===== config.mk =====
export PLATFORM = sky130hd
export DESIGN_NAME = demux_stream_router
export DESIGN_NICKNAME = d
export VERILOG_FILES = /design/src/rtl/demux_stream_router.sv
export SDC_FILE = /design/constraint.sdc
export NUM_CORES = 1
export LEC_CHECK = 0
export CAP_MARGIN = 20
export CORE_MARGIN = 1
export CORE_UTILIZATION = 49
export DETAILED_ROUTE_END_ITERATION = 12
export PLACE_DENSITY = 0.7
export SYNTH_ARGS = -nofsm -noshare
export SYNTH_HDL_FRONTEND = slang
export SYNTH_HIERARCHICAL = 1
export SYNTH_SLANG_ARGS = --single-unit

===== constraint.sdc =====
create_clock -name clk -period 4.2 [get_ports clk]
set_input_delay 0.42 -clock clk [delete_from_list [all_inputs] [get_ports clk]]
set_output_delay 0.42 -clock clk [all_outputs]
set_load 0.02 [all_outputs]

===== src/rtl/demux_stream_router.sv =====
// Per-channel FIFO: one synchronous buffer behind one output of the router.
// Latency: a word pushed at edge N is the head at out of this FIFO after edge N.
// Backpressure: push is dropped when full (the top keeps in_ready low); pop ignored when empty.
module demux_stream_router_fifo #(
    parameter int DATA_W = 8,
    parameter int DEPTH  = 4,
    parameter int CW     = $clog2(DEPTH) + 1
) (
    input  logic              clk,
    input  logic              rst_n,
    input  logic              push,
    input  logic [DATA_W-1:0] push_data,
    input  logic              pop,
    output logic [DATA_W-1:0] head_data,
    output logic [CW-1:0]     count
);
    localparam int PW = CW - 1;

    logic [DATA_W-1:0] mem [DEPTH];
    logic [PW-1:0]     wr_ptr;
    logic [PW-1:0]     rd_ptr;
    logic              do_push;
    logic              do_pop;

    // Fullness gates the push on its own: a pop in the same cycle never
    // frees a slot for a simultaneous push.
    assign do_push = push && (count != CW'(DEPTH));
    assign do_pop  = pop && (count != '0);

    // Storage is cleared on reset so the head reads zero until the first push.
    always_ff @(posedge clk or negedge rst_n) begin
        if (!rst_n) begin
            for (int i = 0; i < DEPTH; i++) begin
                mem[i] <= '0;
            end
        end else if (do_push) begin
            mem[wr_ptr] <= push_data;
        end
    end

    // Write pointer wraps naturally because DEPTH is a power of two.
    always_ff @(posedge clk or negedge rst_n) begin
        if (!rst_n) begin
            wr_ptr <= '0;
        end else if (do_push) begin
            wr_ptr <= wr_ptr + PW'(1);
        end
    end

    // Read pointer advances on every accepted pop.
    always_ff @(posedge clk or negedge rst_n) begin
        if (!rst_n) begin
            rd_ptr <= '0;
        end else if (do_pop) begin
            rd_ptr <= rd_ptr + PW'(1);
        end
    end

    // Occupancy is the single source of truth for full/empty.
    always_ff @(posedge clk or negedge rst_n) begin
        if (!rst_n) begin
            count <= '0;
        end else begin
            case ({do_push, do_pop})
                2'b10:   count <= count + CW'(1);
                2'b01:   count <= count - CW'(1);
                default: count <= count;
            endcase
        end
    end

    // Head is read straight out of storage; no output register.
    assign head_data = mem[rd_ptr];

endmodule

// Buffered 1:4 stream demultiplexer: each accepted word goes to the FIFO named by in_sel.
// Latency: 1 cycle from input handshake to out_valid/out_data on the addressed channel.
// Backpressure: in_ready drops only when the addressed channel is full; each output stalls alone.
module demux_stream_router #(
    parameter int DATA_W = 8,
    parameter int DEPTH  = 4
) (
    input  logic                clk,
    input  logic                rst_n,
    input  logic                in_valid,
    output logic                in_ready,
    input  logic [1:0]          in_sel,
    input  logic [DATA_W-1:0]   in_data,
    output logic [3:0]          out_valid,
    input  logic [3:0]          out_ready,
    output logic [4*DATA_W-1:0] out_data,
    output logic [4*($clog2(DEPTH)+1)-1:0] out_count
);
    localparam int CW = $clog2(DEPTH) + 1;

    logic [CW-1:0] cnt [4];
    logic          push_acc;

    // Ready depends only on the addressed channel's occupancy, never on in_valid.
    assign in_ready = rst_n && (cnt[in_sel] != CW'(DEPTH));
    assign push_acc = in_valid && in_ready;

    for (genvar k = 0; k < 4; k++) begin : g_chan
        logic              ch_push;
        logic              ch_pop;
        logic [DATA_W-1:0] ch_head;

        assign ch_push = push_acc && (in_sel == 2'(k));
        assign ch_pop  = out_valid[k] && out_ready[k];

        demux_stream_router_fifo #(
            .DATA_W (DATA_W),
            .DEPTH  (DEPTH),
            .CW     (CW)
        ) u_fifo (
            .clk       (clk),
            .rst_n     (rst_n),
            .push      (ch_push),
            .push_data (in_data),
            .pop       (ch_pop),
            .head_data (ch_head),
            .count     (cnt[k])
        );

        assign out_valid[k]                 = (cnt[k] != '0);
        assign out_data[k*DATA_W +: DATA_W] = ch_head;
        assign out_count[k*CW +: CW]        = cnt[k];
    end

endmodule

=== Yosys cells after proc, flatten, opt, wreduce, memory -nomap -nowiden ===
Cells that the tools add are included.

* Bits of input ports: 17
* Register bits after elaboration: 156
* Output and inout port bits: 49
* Word-level logic and storage cells: 144

* Bitwise operators: 9
* Equality and inequality tests: 16
* Reductions and logical operators: 31
* Add/subtract/negate cells: 16
* Muxes and demuxes: 31
* Magnitude comparators: 13

{| class="wikitable"
|+ Operators with widths
! cell !! number
|-
| 32-bit bitwise mux || 4
|-
| 8-bit 2-to-1 mux || 12
|-
| 8-bit binary-select mux with 2-bit select || 4
|-
| 8-bit demux with 2-bit select || 4
|-
| 3-bit >= comparator (second input constant) || 9
|-
| 2-bit NOT with 3-bit output || 9
|-
| 3-bit one-hot mux with 2 select lines || 4
|-
| 1-bit logical AND || 22
|-
| 2-bit by 1-bit adder with 2-bit output (second input constant) || 8
|-
| 3-bit inequality test (second input constant) || 5
|-
| 3-bit by 1-bit adder with 3-bit output (second input constant) || 4
|-
| 2-bit == test (second input constant) || 6
|-
| 3-bit by 1-bit less-than comparator with 1-bit output (second input constant) || 4
|-
| 3-bit nonzero test || 4
|-
| 3-bit by 1-bit subtractor with 3-bit output (second input constant) || 4
|-
| 2-bit by 1-bit == test with 1-bit output (second input constant) || 5
|-
| 2-bit nonzero test || 4
|-
| 3-bit binary-select mux with 2-bit select || 1
|-
| 3-bit 2-to-1 mux || 2
|-
| 2-bit zero test || 1
|}

=== Longest topological paths before layout ===
Gate-level depths: netlist of run 1.

* Depth after elaboration: 11
* Mapped depth: 9
* Gate-level depth less buffers: 9

=== By module ===
Netlist of run 1, hierarchy kept.

{| class="wikitable"
|+ Modules (own cells, without submodules)
! module !! cells each !! area each (um2) !! seq. area each (um2) !! times used
|-
| demux_stream_router_fifo || 113 || 1779.2 || 975.9 || 4
|-
| demux_stream_router || 22 || 178.9 || 0.0 || 1
|}

=== Least setup slack after synthesis of run 1 ===
OpenSTA, ideal clock, no wires.

* Path type: flip-flop to flip-flop
* From: register g_chan[3].u_fifo.count[2]
* To: register g_chan[2].u_fifo.count[2]
* Setup time: 0.134 ns
* Arrival: 2.680 ns
* Path buffers: 0
* Cell stages (with the launch flop): 10
* Period minus slack after synthesis: 2.813 ns
* Required time: 4.066 ns
* Path slack: 1.387 ns
* Cells stage by stage: dfrtp_1 > mux4_2 > a2111oi_2 > or2b_2 > ha_1 > inv_1 > fa_1 > xor2_1 > nor2_1 > xor2_1

* Longest elaborated chain between the ends: 10
* Elaborated cells between the ends (all ways): 12
* Those cells by class: eq/ne: 3; mux: 4; reduce/logical: 5

{| class="wikitable"
|+ Ends and longest elaborated chain
! what !! RTL line !! text
|-
| start: declaration || 15 || <nowiki>output logic [CW-1:0] count</nowiki>
|-
| start signal: assignment || 65 || <nowiki>2'b10: count <= count + CW'(1);</nowiki>
|-
| start signal: assignment || 66 || <nowiki>2'b01: count <= count - CW'(1);</nowiki>
|-
| start signal: assignment || 67 || <nowiki>default: count <= count;</nowiki>
|-
| 3-bit binary-select mux with 2-bit select * || 101 || <nowiki>assign in_ready = rst_n && (cnt[in_sel] != CW'(DEPTH));</nowiki>
|-
| 3-bit 2-to-1 mux (not written as such) * (2 in series) || 101 ||
|-
| 3-bit inequality test * || 101 ||
|-
| 1-bit logical AND * || 101 ||
|-
| 1-bit logical AND * || 102 || <nowiki>assign push_acc = in_valid && in_ready;</nowiki>
|-
| 1-bit logical AND * || 109 || <nowiki>assign ch_push = push_acc && (in_sel == 2'(k));</nowiki>
|-
| net g_chan[2].ch_push || 105 || <nowiki>logic ch_push;</nowiki>
|-
| 1-bit logical AND * || 27 || <nowiki>assign do_push = push && (count != CW'(DEPTH));</nowiki>
|-
| 2-bit by 1-bit == test with 1-bit output / 2-bit == test (equally long branches) || 64 || <nowiki>case ({do_push, do_pop})</nowiki>
|-
| 3-bit one-hot mux with 2 select lines / 2-bit nonzero test (equally long branches) || -- ||
|-
| end signal: assignment || 65 ||
|-
| end signal: assignment || 66 ||
|-
| end signal: assignment || 67 ||
|-
| end: declaration || 15 ||
|}

The timed path passes the listed nets; every way through them passes the cells marked *. The select of a mux whose other input is x is not followed.
A chain may end at the register's enable or synchronous reset.

=== Worst setup path in the final report of run 1 ===
* From: input in_sel[0]
* To: register g_chan[2].u_fifo.count[2]

* Longest elaborated chain between the ends: 11
* Elaborated cells between the ends (all ways): 14
* Those cells by class: eq/ne: 4; mux: 4; bitwise: 1; reduce/logical: 5

{| class="wikitable"
|+ Ends and longest elaborated chain
! what !! RTL line !! text
|-
| start: declaration || 88 || <nowiki>input logic [1:0] in_sel,</nowiki>
|-
| 2-bit NOT with 3-bit output (not written as such) || 101 ||
|-
| 3-bit binary-select mux with 2-bit select || 101 ||
|-
| 3-bit 2-to-1 mux (not written as such) (2 in series) || 101 ||
|-
| 3-bit inequality test || 101 ||
|-
| 1-bit logical AND || 101 ||
|-
| 1-bit logical AND || 102 ||
|-
| 1-bit logical AND * || 109 ||
|-
| net g_chan[2].ch_push || 105 ||
|-
| 1-bit logical AND * || 27 ||
|-
| 2-bit by 1-bit == test with 1-bit output / 2-bit == test (equally long branches) || 64 ||
|-
| 3-bit one-hot mux with 2 select lines / 2-bit nonzero test (equally long branches) || -- ||
|}

Marks and branches as above.

==> impl_metrics.py, run 1 <==
metrics = {
    "final_layout": {
        "layout_commonest_cell": "dfrtp_1",
        "utilization": 0.604,
        "num_antenna_cells": 0,
        "layout.cells.non_filler": 749,
        "syn2layout_area_growth_pct": 20.3,
        "fin_area_sq_um": 8780,
        "final_cell_mix": "dfrtp_1 (156), mux2_2 (132), clkdlybuf4s50_1 (64)",
        "layout-drive-gt1-share": 0.405,
        "final_nets": 594,
    },
    "sta": {
        "maxSlewHeadroom": 0.376,
        "fin_crit_ns": 3.14,
        "setup_tns_ns": 0,
        "rsz0062_at_grt": "false",
        "worst_slew_pin_slew_ns": 0.936,
        "setup_viol": 0,
        "max_freq_mhz": 319,
        "fin_skew_ns": 0.00755,
        "hold_viol": 0,
        "slew_violations": 0,
        "min_period_over_period": 0.747,
    },
    "critical_path": {
        "crit_path_start": "in_sel[0]",
        "cp.required_ns": 4.50,
        "crit_end": "g_chan[2].u_fifo/count[2]",
        "cpPeakStageDelay_ns": 0.62,
        "cp_common_cell": "xor2_1",
        "arrival_ns": 3.43,
        "path_cells": "clkdlybuf4s50_1, mux4_2, a2111oi_2, or2b_2, ha_1, inv_1, fa_1, xor2_1, nor2_1, xor2_1",
        "slowest_stage": "clkdlybuf4s50_1",
        "regToRegSetupSlack_ns": 1.26,
        "cp_max_fo": 5,
        "worst-setup-path-type": "primary input to register",
        "endpoint_kind": "register",
        "timing.rr.end": "g_chan[2].u_fifo/count[2]",
        "cp-start-kind": "primary input",
        "r2r-start": "g_chan[3].u_fifo/count[2]",
        "reg2reg_depth": 9,
    },
    "clock_tree": {
        "clock_sinks": 156,
        "cts_tree": "yes",
        "clk_pin_slew_ns": 0.06,
        "cts_buffer_depth": 2,
        "cts_setup_buffers": 0,
        "htree_num_levels": 4,
        "root_buffer": "clkbuf_16",
        "clock_latency_ns": 0.42,
        "numCtsBuffers": 17,
    },
    "logic_synthesis": {
        "syn-num-nets": 515,
        "synthArstFlopShare": 1.00,
        "yosysTopAreaCell": "dfrtp_1",
        "synth_cells": 474,
        "avgSynthCellArea_sq_um": 15.4,
        "synth_top_area_share": 0.535,
        "syn-cell-area_sq_um": 7300,
        "yosys_warnings": 6,
        "synth-main-ff-cell": "dfrtp_1",
        "synthTopCellsByArea": "dfrtp_1 (54%), mux2_2 (20%), mux4_2 (10%)",
        "synth-edff-count": 0,
        "ys_ff_latch": 156,
        "synthDistinctLibCells": 24,
        "yosysSeqAreaShare": 0.535,
    },
    "drt": {
        "drt-total-wl_mm": 14.7,
        "vias_per_cell": 5.52,
        "ant_nets": 0,
        "vias": 4136,
        "drc": 0,
        "first_pass_iters": 5,
        "wl_per_cell_um": 19.6,
        "drt_iter0_drc": 158,
    },
    "place": {
        "dpl.cell_count": 717,
        "io_buffers": 65,
        "gp_congestion": 0.728,
        "hpwl_mm": 9.44,
        "placed_area_sq_um": 8160,
    },
    "die": {
        "die_w_um": 124,
        "num_rows": 44,
        "die_area_sq_um": 15400,
        "die_height_um": 124,
        "ioPinCount": 66,
        "initial_utilization": 0.502,
        "core-area_sq_um": 14500,
    },
    "global_routing": {
        "grt_max_degree": 74,
        "grt_usage": 0.213,
        "grt_pass1_wl_mm": 23.5,
        "antenna_found_initial": 0,
        "overflow": 0,
        "grt_pass1_vias": 4406,
    },
    "power": {
        "peakVddDrop_uv": 486,
        "power_mw": 7.04,
        "power.leakage_nw": 3.92,
        "power_density_nw_per_um2": 802,
    },
    "outcome": {
        "status": "complete, no violations",
    },
    "worst_hold_path": {
        "hp-class": "primary input to asynchronous set/reset pin",
    },
    "job": {
        "cap_violations": 0,
    },
}
-- how the worst min path moves through the flow --
stage	from	end	slack (ns)	cells past startpoint
CTS	rst_n	g_chan[2].u_fifo/wr_ptr[0]	0.43	2
floorplan	rst_n	g_chan[0].u_fifo/count[0]	0.12	0
finish	rst_n	g_chan[2].u_fifo/wr_ptr[0]	0.43	2
global placement	rst_n	g_chan[2].u_fifo/wr_ptr[0]	0.29	1
global route	rst_n	g_chan[2].u_fifo/wr_ptr[0]	0.45	2
detailed placement	rst_n	g_chan[2].u_fifo/wr_ptr[0]	0.30	1
-- worst max-delay path: cells and delay by family --
| family | cells | cell delay, ns |
|---|---|---|
| buffers and inverters | 2 | 0.69 |
| multiplexers | 1 | 0.62 |
| AO/OA/AOI/OAI | 1 | 0.57 |
| AND/OR/NAND/NOR | 2 | 0.45 |
| adder cells (fa/ha/maj) | 2 | 0.41 |
| XOR/XNOR | 2 | 0.28 |
-- sequential cells by signal (all words and copies together) (netlist names) --
name                  cells
g_chan.u_fifo/wr_ptr      8
g_chan.u_fifo/rd_ptr      8
g_chan.u_fifo/mem       128
g_chan.u_fifo/count      12
-- routing by layer --
| metal | global-route usage | wire length [um] | up-vias |
|---|---|---|---|
| li1 | - | - | 1854 |
| met1 | 0.290 | 6890 | 2213 |
| met2 | 0.341 | 7190 | 58 |
| met3 | 0.0430 | 416 | 11 |
| met4 | 0.0707 | 160 | 0 |
| met5 | 0 | 0 | - |
-- kinds of logic (layout without fill, tap and decap cells) --
group	count (synthesis)	in the layout	synth area share
multiplexers	170	170	0.315
flip-flops	156	156	0.535
AND/OR/NAND/NOR	62	62	0.0478
buffers and inverters	29	120	0.0156
adder cells (fa/ha/maj)	24	24	0.0453
XOR/XNOR	24	24	0.0288
AO/OA/AOI/OAI	9	9	0.0127
-- what timing repair did --
action | 4_1_cts | 5_1_grt
gates resized for setup | 0 | 0
hold buffers | 1 | 0
hold endpoints to repair | 22 | 0
endpoints found under the setup margin | 0 | 0
-- synth_stat cells, types with 8 or more instances --
library cell,instances
xor2_1,12
ha_1,20
nand2_1,21
mux4_2,33
dfrtp_1,156
nor2_2,16
nor2_1,8
mux2_2,132
xnor2_1,12
inv_1,21
-- final cells by class --
cell class,count,area [sq um]
multi-input cells,289,3280
fillers,1143,5760
flip-flops and latches,156,3900
well taps,184,230
clock buffers,20,467
repair buffers,68,677
inverters,21,78.8
clock inverters,11,143
-- metrics by stage --
step | setup WS [ns] | hold slack, ns
after floorplan | 1.39 | 0.124
after global placement | 0.692 | 0.289
after detailed placement | 0.620 | 0.297
after CTS | 1.08 | 0.427
after global routing | 0.883 | 0.445
final | 1.06 | 0.432
-- report_power, final --
| group | internal, mW | leakage [nW] | switching, mW |
|---|---|---|---|
| sequential | 2.16 | 2.00 | 0.600 |
| clock | 0.975 | 0.298 | 0.593 |
| combinational | 1.59 | 1.62 | 1.12 |
| total | 4.73 | 3.92 | 2.31 |
Power figures use the tool's default switching activity.
==> inputs of run 2 (changes only) <==
--- a/config.mk
+++ b/config.mk
@@ -9,7 +9,7 @@
 export CORE_MARGIN = 1
 export CORE_UTILIZATION = 49
 export DETAILED_ROUTE_END_ITERATION = 12
-export PLACE_DENSITY = 0.7
+export PLACE_DENSITY = 0.72
 export SYNTH_ARGS = -nofsm -noshare
 export SYNTH_HDL_FRONTEND = slang
 export SYNTH_HIERARCHICAL = 1
==> constraint.sdc (replaced) <==
create_clock -name clk -period 2.58 [get_ports clk]
set_input_delay 0.258 -clock clk [delete_from_list [all_inputs] [get_ports clk]]
set_output_delay 0.258 -clock clk [all_outputs]
set_load 0.02 [all_outputs]
==> impl_metrics.py, run 2 (synthesis gave the netlist of run 1 again) <==
metrics = {
    "final_layout": {
        "syn2layout_area_growth_pct": 28.4,
        "largest_reg_flops": 128,
        "layout_commonest_cell": "dfrtp_1",
        "num_antenna_cells": 0,
        "final_nets": 643,
        "fill_cells": 1058,
        "layout-drive-gt1-share": 0.486,
        "reg_top3": "g_chan.u_fifo/mem x128, g_chan.u_fifo/count x12",
        "final_cell_mix": "dfrtp_1 (151), mux2_2 (132), clkdlybuf4s50_1 (63)",
        "top_register": "g_chan.u_fifo/mem",
        "layout.cells.non_filler": 799,
        "utilization": 0.645,
        "fin_area_sq_um": 9370,
    },
    "power": {
        "clkPwrFrac": 0.202,
        "switching_share": 0.335,
        "peakVddDrop_uv": 920,
        "power_density_nw_per_um2": 1250,
        "pwr-share-comb": 0.432,
        "power_switching_mw": 3.93,
        "intPower_mw": 7.79,
        "power.leakage_nw": 4.19,
        "seqPwrFrac": 0.366,
    },
    "sta": {
        "slew_violations": 0,
        "fin_crit_ns": 2.54,
        "setup_slack_ns": 0.0398,
        "max_freq_mhz": 394,
        "fin_skew_ns": 0.00871,
        "worst_slew_pin_slew_ns": 0.820,
        "setup_tns_ns": 0,
        "maxSlewHeadroom": 0.454,
        "setup_viol": 0,
        "rsz0062_at_grt": "true",
        "hold_viol": 0,
        "min_period_over_period": 0.985,
    },
    "place": {
        "dp_slack_ns": -0.398,
        "hpwl_mm": 10.3,
        "dpl.cell_count": 763,
        "gp_congestion": 0.748,
        "placed_area_sq_um": 8730,
        "io_buffers": 65,
    },
    "critical_path": {
        "cp.required_ns": 2.88,
        "slowest_stage": "mux4_2",
        "path_cells": "mux4_2, a2111oi_4, or2b_4, ha_4, inv_2, fa_2, xor2_2, nor2_2, xor2_1",
        "r2r-start": "g_chan[0].u_fifo/count[2]",
        "cp_max_fo": 5,
        "cp-start-kind": "register",
        "crit_buf_inv": 1,
        "crit_path_start": "g_chan[0].u_fifo/count[2]",
        "reg2reg_depth": 9,
        "cpPeakStageDelay_ns": 0.57,
        "worstSetupPathDepth": 9,
        "worst-setup-path-type": "register to register",
        "cp_top_family": "multiplexers",
        "arrival_ns": 2.84,
        "endpoint_kind": "register",
    },
    "clock_tree": {
        "root_buffer": "clkbuf_16",
        "cts_tree": "yes",
        "numCtsBuffers": 17,
        "clock_sinks": 156,
        "clk_pin_slew_ns": 0.06,
        "clock_latency_ns": 0.42,
        "cts_buffer_depth": 2,
        "htree_num_levels": 4,
    },
    "drt": {
        "first_pass_iters": 4,
        "drt-total-wl_mm": 15.4,
        "drt_iter0_drc": 217,
        "vias": 4325,
        "ant_nets": 0,
        "vias_per_cell": 5.41,
        "wl_per_cell_um": 19.2,
        "drc": 0,
    },
    "die": {
        "core-area_sq_um": 14500,
        "num_rows": 44,
        "die_w_um": 124,
        "die_height_um": 124,
        "ioPinCount": 66,
        "initial_utilization": 0.502,
        "die_area_sq_um": 15400,
    },
    "global_routing": {
        "grt_pass1_wl_mm": 24.9,
        "grtUsageMet2": 0.383,
        "top_usage_layer": "met2",
        "grt.met3_usage": 0.0545,
        "grt_max_degree": 150,
        "gr-usage-met1": 0.282,
        "grt_pass1_vias": 4754,
        "overflow": 0,
        "antenna_found_initial": 0,
        "grt_usage": 0.223,
    },
    "outcome": {
        "status": "complete, no violations",
    },
    "worst_hold_path": {
        "hp-class": "primary input to asynchronous set/reset pin",
    },
    "job": {
        "cap_violations": 0,
    },
}
==> run 2: per-layer routing <==
metal / part of all wire / vias to the layer above / wire length [um]
met2: 0.53 / 63 / 8060
met3: 0.031 / 11 / 483
li1: - / 1965 / -
met1: 0.44 / 2286 / 6690
met4: 0.0078 / 0 / 120
met5: 0 / - / 0
==> run 2: worst paths after layout <==
path | end | slack [ns]
worst min-delay path | g_chan[2].u_fifo/count[0] | 0.22
worst max-delay path | g_chan[0].u_fifo/count[2] | 0.04
worst max register to register | g_chan[0].u_fifo/count[2] | 0.04
max in group asynchronous | g_chan[3].u_fifo/count[2] | 1.28
min in group clk | g_chan[2].u_fifo/mem[6] | 0.50
worst min register to register | g_chan[2].u_fifo/mem[6] | 0.50
==> run 2: cell type report <==
class                           count  area, sq um  share of cell area
Multi-Input combinational cell    289         3390               0.362
Inverter                           21         78.8             0.00841
Clock buffer                       21          470              0.0502
Sequential cell                   156         3910               0.417
Timing Repair Buffer              117         1190               0.127
Tap cell                          184          230              0.0246
Clock inverter                     11         93.8              0.0100
==> run 2: repair_timing <==
action                     4_1_cts  5_1_grt
hold buffers                     1        0
resized for setup                1       15
pin swaps                        0       11
setup endpoints to repair        1        7
hold endpoints to repair         7        0
setup buffers                    0        3
cloned                           0        0
==> run 2: worst reg2reg max path: cells and delay by family (launching register included) <==
| kind | cells | cell delay, ns |
|---|---|---|
| flops | 1 | 0.41 |
| fa+ha+maj | 2 | 0.38 |
| buf+inv | 1 | 0.06 |
| compound gates | 1 | 0.34 |
| xor+xnor | 2 | 0.29 |
| mux | 1 | 0.57 |
| simple gates | 2 | 0.37 |
==> run 2: power by group through the flow <==
stage          logic, mW  clock network (mW)  registers (mW)
3_3_place_gp        4.83                   0            4.25
3_5_place_dp        5.01                   0            4.33
5_1_grt             5.45                2.51            4.45
2_1_floorplan       3.20                   0            4.14
4_1_cts             5.04                2.41            4.30
6_report            5.06                2.36            4.29
==> run 2: metrics by stage <==
step | hold WS [ns] | total power [mW]
floorplan | -0.0376 | 7.34
finish | 0.222 | 11.7
detailed placement | 0.0791 | 9.34
global placement | 0.0784 | 9.09
global route | 0.223 | 12.4
CTS | 0.211 | 11.8
